<file path="config.mk">
export PLATFORM = sky130hd
export DESIGN_NAME = load_store_unit
export DESIGN_NICKNAME = d
export VERILOG_FILES = /design/src/rtl/load_store_unit.sv
export SDC_FILE = /design/constraint.sdc
export NUM_CORES = 1
export LEC_CHECK = 0
export ABC_AREA = 0
export CAP_MARGIN = 0
export CORE_AREA = 4 4 122 124
export DETAILED_ROUTE_END_ITERATION = 10
export DIE_AREA = 0 0 126 128
export PLACE_DENSITY = 0.72
export SYNTH_ARGS = -nofsm -noshare
export SYNTH_HDL_FRONTEND = slang
export SYNTH_SLANG_ARGS = --single-unit
</file>
<file path="constraint.sdc">
create_clock -name clk -period 2 [get_ports clk]
set_clock_uncertainty 0.2 [all_clocks]
set_input_delay 0.6 -clock clk [delete_from_list [all_inputs] [get_ports clk]]
set_output_delay 0.6 -clock clk [all_outputs]
set_load 0.05 [all_outputs]
</file>
<file path="src/rtl/load_store_unit.sv">
// Memory-access stage: drives a word-wide request/ready memory port for loads and stores,
// builds byte enables and lane-replicated store data, and extends load data. Optional macro: MISALIGN_TRAP_EN.
module load_store_unit #(
    parameter logic [6:0]  LTYPE   = 7'b0000011,
    parameter logic [6:0]  STYPE   = 7'b0100011,
    parameter int unsigned TIMEOUT = 16
) (
    input  logic        clk,
    input  logic        rst_n,
    input  logic        start,
    input  logic [6:0]  opcode,
    input  logic [2:0]  func3,
    input  logic [31:0] addr,
    input  logic [31:0] store_data,
    output logic        mem_req,
    output logic        mem_we,
    output logic [31:0] mem_addr,
    output logic [3:0]  mem_be,
    output logic [31:0] mem_wdata,
    input  logic        mem_ready,
    input  logic [31:0] mem_rdata,
    output logic        busy,
    output logic        done,
    output logic [31:0] load_data,
    output logic        err
);

    localparam logic [1:0] S_IDLE   = 2'd0;
    localparam logic [1:0] S_ACCESS = 2'd1;
    localparam logic [1:0] S_DONE   = 2'd2;

    localparam int             TW     = (TIMEOUT > 0) ? $clog2(TIMEOUT + 1) : 1;
    localparam logic [TW-1:0]  T_LAST = TW'((TIMEOUT > 0) ? TIMEOUT - 1 : 0);

    logic [1:0]    state;
    logic [TW-1:0] tcnt;
    logic          load_q;
    logic          uns_q;
    logic [1:0]    size_q;
    logic [1:0]    off_q;

    logic          legal;
    logic          accept;
    logic [1:0]    off;
    logic [3:0]    be;
    logic [31:0]   wdata;
    logic [7:0]    lane_b;
    logic [15:0]   lane_h;
    logic [31:0]   ext;

    // Request decode; the lane offset is forced to natural alignment for the access size.
    always_comb begin
        legal = 1'b0;
        if (opcode == LTYPE) begin
            case (func3)
                3'b000, 3'b001, 3'b010, 3'b100, 3'b101: legal = 1'b1;
                default:                                legal = 1'b0;
            endcase
        end else if (opcode == STYPE) begin
            case (func3)
                3'b000, 3'b001, 3'b010: legal = 1'b1;
                default:                legal = 1'b0;
            endcase
        end

        off   = addr[1:0];
        be    = 4'b1111;
        wdata = store_data;
        case (func3[1:0])
            2'b00: begin
                be    = 4'b0001 << addr[1:0];
                wdata = {4{store_data[7:0]}};
            end
            2'b01: begin
                off   = {addr[1], 1'b0};
                be    = addr[1] ? 4'b1100 : 4'b0011;
                wdata = {2{store_data[15:0]}};
            end
            default: off = 2'b00;
        endcase
        if (opcode != STYPE) wdata = '0;
    end

`ifdef MISALIGN_TRAP_EN
    logic misaligned;
    assign misaligned = ((func3[1:0] == 2'b01) && addr[0]) ||
                        ((func3[1:0] == 2'b10) && (addr[1:0] != 2'b00));
    assign accept     = legal && !misaligned;
`else
    assign accept = legal;
`endif

    always_comb begin
        case (off_q)
            2'd0:    lane_b = mem_rdata[7:0];
            2'd1:    lane_b = mem_rdata[15:8];
            2'd2:    lane_b = mem_rdata[23:16];
            default: lane_b = mem_rdata[31:24];
        endcase
        lane_h = off_q[1] ? mem_rdata[31:16] : mem_rdata[15:0];
        case (size_q)
            2'b00:   ext = {{24{~uns_q & lane_b[7]}}, lane_b};
            2'b01:   ext = {{16{~uns_q & lane_h[15]}}, lane_h};
            default: ext = mem_rdata;
        endcase
    end

    // NOTE: mem_req/busy/done decode straight from the async-reset state register,
    // so reset drops the request without waiting for a clock edge.
    assign mem_req = (state == S_ACCESS);
    assign busy    = (state != S_IDLE);
    assign done    = (state == S_DONE);

    // NOTE: all state below uses non-blocking assignments so every register samples
    // pre-edge values regardless of statement order.
    always_ff @(posedge clk or negedge rst_n) begin
        if (!rst_n) begin
            state     <= S_IDLE;
            tcnt      <= '0;
            load_q    <= 1'b0;
            uns_q     <= 1'b0;
            size_q    <= 2'b00;
            off_q     <= 2'b00;
            mem_we    <= 1'b0;
            mem_addr  <= '0;
            mem_be    <= '0;
            mem_wdata <= '0;
            load_data <= '0;
            err       <= 1'b0;
        end else begin
            case (state)
                S_IDLE: begin
                    if (start) begin
                        err   <= !accept;
                        state <= accept ? S_ACCESS : S_DONE;
                        if (accept) begin
                            tcnt      <= '0;
                            load_q    <= (opcode == LTYPE);
                            uns_q     <= func3[2];
                            size_q    <= func3[1:0];
                            off_q     <= off;
                            mem_we    <= (opcode == STYPE);
                            mem_addr  <= {addr[31:2], 2'b00};
                            mem_be    <= be;
                            mem_wdata <= wdata;
                        end
                    end
                end
                S_ACCESS: begin
                    if (mem_ready) begin
                        state <= S_DONE;
                        err   <= 1'b0;
                        if (load_q) load_data <= ext;
                    end else if ((TIMEOUT != 0) && (tcnt == T_LAST)) begin
                        state <= S_DONE;
                        err   <= 1'b1;
                    end else begin
                        tcnt <= tcnt + TW'(1);
                    end
                end
                S_DONE:  state <= S_IDLE;
                default: state <= S_IDLE;
            endcase
        end
    end

endmodule

</file>
[Yosys cells after proc, flatten, opt, wreduce, memory -nomap -nowiden]
Cells that the tools add are included.
Operators by class
  shifts and indexed selects: 1
  equality and inequality tests: 19
  add/subtract/negate cells: 1
  bitwise logic cells: 3
  reduce and logical (&&, ||, !) cells: 15
  muxes and demuxes: 26
Operator list (count)
  32-bit one-hot mux with 2 select lines: 2
  32-bit two-way mux: 1
  8-bit one-hot mux with 3 select lines: 1
  5-bit two-way mux: 4
  16-bit two-way mux: 1
  5-bit one-hot mux with 2 select lines: 1
  3-bit AND reduction: 3
  2-bit by 1-bit == test with 1-bit output, second input constant: 4
  2-bit logical NOT: 4
  2-bit two-way mux: 4
  2-bit != test, second input constant: 4
  2-bit one-hot mux with 2 select lines: 2
  4-bit one-hot mux with 2 select lines: 1
  7-bit by 2-bit == test with 1-bit output, second input constant: 1
  7-bit by 6-bit == test with 1-bit output, second input constant: 1
  1-bit two-way mux: 7
  7-bit by 6-bit != test with 1-bit output, second input constant: 1
  3-bit == test, second input constant: 2
  5-bit by 1-bit adder with 5-bit output, second input constant: 1
  5-bit by 4-bit == test with 1-bit output, second input constant: 1
  5-bit AND reduction: 1
  5-bit OR reduction: 1
  2-bit == test, second input constant: 2
  4-bit two-way mux: 1
  12 further kinds: 14
Word-level totals
  output and inout bits: 105
  bits in registers: 113
  logic and storage cells: 77
  bits of input ports: 110

[Longest topological paths before layout]
  depth in word-level cells: 8
  depth in mapped cells: 7
  mapped depth without buffers: 7

[Worst setup path after synthesis]
OpenSTA, ideal clock, no wires.
  path type: input to register
  start: in opcode[2]
  end: reg mem_wdata[16]
  setup time: 74 ps
  required time: 1726 ps
  arrival time: 1769 ps
  path slack: -43 ps
  cell stages on the path: 6
  path buffers: 2
  cells stage by stage: and4bb_2 > nand2_1 > or3_1 > buf_2 > buf_6 > o21ai_2
On the way
  longest elaborated chain between the ends: 4
  elaborated cells on any way between the ends: 7
  those cells by class: eq/ne: 3; mux: 3; reduce/logical: 1
RTL lines
  start: declaration: line 11  | input logic [6:0] opcode,
  7-bit by 6-bit == test with 1-bit output: line 59  | end else if (opcode == STYPE) begin
  1-bit two-way mux: line 59
  1-bit two-way mux: line 54  | if (opcode == LTYPE) begin
  3-bit AND reduction (no line)
  end signal: assignment: line 145  | mem_wdata <= wdata;
  end: declaration: line 19  | output logic [31:0] mem_wdata,
Several ways; a longest one is shown, not always the timed one.
A chain may end at the register's enable or synchronous reset.

[Worst setup path in the final report]
  start: reg state[0]
  end: out busy
On the way
  longest elaborated chain between the ends: 1
RTL lines
  start: declaration: line 35  | logic [1:0] state;
  start signal: assignment: line 135  | state <= accept ? S_ACCESS : S_DONE;
  2-bit nonzero test: line 111  | assign busy = (state != S_IDLE);
  end: declaration: line 22  | output logic busy,
Every way passes these cells.

==> results.md <==
* # IOs at 215
* Final Non-Filler Cells at 944
* Cts bufs inserted at 17
* Worst Hold Class: reg -> reg
* GP Congestion at 0.832
* YS warnings at 0
* Initial antenna violation count at 0
* Critical path launch point type: flop
* FMAX at 0.467 GHz
* Period minus WS final at 2140 ps
* Worst-margin pin slew at 632 ps
* Layout cells sized above 1 at 36.5%
* Rel. slew slack at 57.5%
* DR pass1 iterations at 4
* Area growth syn-to-layout at 86.6%
* Critical Path, Cell by Cell: buf_6 -> or2_4 -> buf_8
* Crit path largest cell delay at 410 ps
* Mean Syn Cell Area at 10.7 µm²
* Rows at 43
* Final count of negative-setup-slack endpoints at 60
* Gr usage total at 22.9%
* Crit-path slowest cell: dfrtp_1
* Register area share after synthesis at 53.3%
* Via count at 4950
* Main flop type after synthesis: dfrtp_1
* Run status: finished with violations
* Commonest cells after routing, fill and taps aside: 112 x dfrtp_1, 109 x buf_12, 100 x clkdlybuf4s50_1
* Clock latency on the worst-skew pair at 410 ps
* PortBufs at 212
* Pins over their slew limit at 0
* Syn Inst Count at 496
* Routed Antenna Nets at 0
* Synthesized flop and latch total at 113
* Top delay family on crit path: flip-flops
* Inst Count DP at 891
* RSZ-0062 raised after global routing: true
* WP data arrival at 1340 ps
* M3 GR Usage at 9.00%
* Most common cell after layout, fill and taps aside: dfrtp_1
* Data required, critical path at 1200 ps
* LEAKAGE at 4.53 nW
* Met1 GRT Util at 25.7%
* Number of vias per cell at 5.24
* Routed wire length per instance at 20.0 µm
* Initial Util at 38.5%
* Fin crit share at 107%
* Global-route wire length before repair at 28800 µm
* Synth top area share at 53.3%
* Die area at 16100 µm²
* Critical setup path kind: reg -> out
* Drt total wl at 18900 µm
* CTS tree: done
* PwrDens at 753 nW/µm²
* CTS Sinks at 113
* Core area at 13800 µm²
* Fillcell total at 950
* DPL Wire Length at 13100 µm
* Largest net degree at the start of global routing at 48
* CTS Buffer Depth at 2
* Die X at 126 µm
* Vias in the first global route at 5368
* Async SR Flop Fraction at 100%
* Failing checks: setup timing
* Max-Cap Viols at 0
* Crit path max fanout at 3
* # nets final at 865
* Die height at 128 µm
* Hold slack at 332 ps
* Post-synth EDFFs at 0
* DRT iter0 DRCs at 305
* Bufs and invs on worst path at 2
* Largest cells by area after synthesis: dfrtp_1 53%, mux2_2 7.2%, mux2i_1 6.4%, a21oi_1 4.4%, nand2_1 4.0%
* Total gr overflow at 0
* Grt peak-use layer: met2
* Mapped cell area at 5300 µm²
* CP Capture Type: output pin
* H-tree depth at 4
* Ant. Diodes at 0
* Synth cell types at 51
* CTS root buffer: clkbuf_16
* Largest area contributor in the synthesized netlist: dfrtp_1
* CTS clk-pin slew, worst paths at 50 ps
* Final hold violation count at 0
* Worst Slack Setup Final at -142 ps
* Worst VDD drop at 0.586 mV
* DRC at 0
* Setup TNS at -4090 ps
* M2 GR Usage at 39.2%
## final timing paths
kind | startpoint | to | slack [ps] | cells past startpoint
max in group asynchronous | rst_n | mem_wdata[0] | 560 | 3
min reg2reg | tcnt[1] | tcnt[1] | 330 | 2
max reg2reg | state[0] | mem_addr[14] | -130 | 6
min | tcnt[1] | tcnt[1] | 330 | 2
max | state[0] | busy | -140 | 3
min in group asynchronous | rst_n | state[0] | 460 | 2
## timing repair
item / in CTS / in global routing
buffers inserted: 11 / 5
hold buffers: 1 / 0
gates resized for setup: 35 / 37
hold endpoints to repair: 23 / 0
gates cloned: 6 / 3
pin swaps: 12 / 19
endpoints found under the setup margin: 79 / 105
## routing by layer
layer | share of wire (%) | vias up
met5 | 0 | -
met4 | 2.7 | 0
met3 | 9.5 | 38
met2 | 52 | 240
met1 | 36 | 2411
li1 | - | 2261
## sequential cells by signal (all words and copies together) (netlist names)
signal,count
state,2
mem_addr,30
tcnt,5
mem_be,4
uns_q,1
load_data,32
mem_we,1
off_q,2
size_q,2
err,1
load_q,1
mem_wdata,32
## tightest hold or removal path: stages (launching register included)
cell     delay, ps
dfrtp_1        350
o21ai_0         80
nand2_1         60
## cells by family after synthesis
logic type / Yosys count / share of synthesized area (%)
simple gates: 147 / 12.8
buf+inv: 38 / 3.52
flops: 113 / 53.3
compound gates: 126 / 15.8
other cells: 1 / 0.0707
fa+ha+maj: 2 / 0.472
mux: 69 / 14.1
## power by group
group | leakage [nW] | switching, mW | internal, mW | total (mW)
Clock | 0.272 | 1.00 | 1.77 | 2.78
Combinational | 2.70 | 1.01 | 1.05 | 2.07
Sequential | 1.56 | 0.164 | 2.44 | 2.61
Total | 4.53 | 2.18 | 5.27 | 7.45
## synthesized netlist by cell type (3+ instances only)
library cell and count:
clkbuf_1 13, a21o_1 3, a22oi_1 7, o21bai_1 7, mux2i_1 34, nor3b_1 3
a22o_1 16, nand3_1 3, mux2_2 34, o31ai_1 3, o21ai_2 16, buf_2 14
nor2_1 53, buf_4 3, dfrtp_1 113, and3_1 10, o21ai_0 14, a21oi_1 47
nor3_1 5, o21ai_1 4, nand2_1 56
## stage by stage
step	worst slack, ps	total power [mW]	instance area (µm²)	util (%)
after global placement	-590	4.49	8850	64.3
after CTS	-136	7.45	9740	70.7
final	-142	7.45	9900	71.9
after detailed placement	-677	4.54	8850	64.3
after global routing	-194	7.75	9900	71.9
after floorplan	-4.47	3.47	5330	-
## area by class of cell
type                       instances  area (µm²)  area share, %
multi-input combinational        346        2450           24.8
clock inverter                     7        60.1          0.607
clock buffer                      23         478           4.83
sequential                       113        2830           28.6
tap                              180         225           2.28
inverter                           4        17.5          0.177
timing repair buffer             271        3840           38.8
Note: power is estimated with default switching activity, not from simulation.
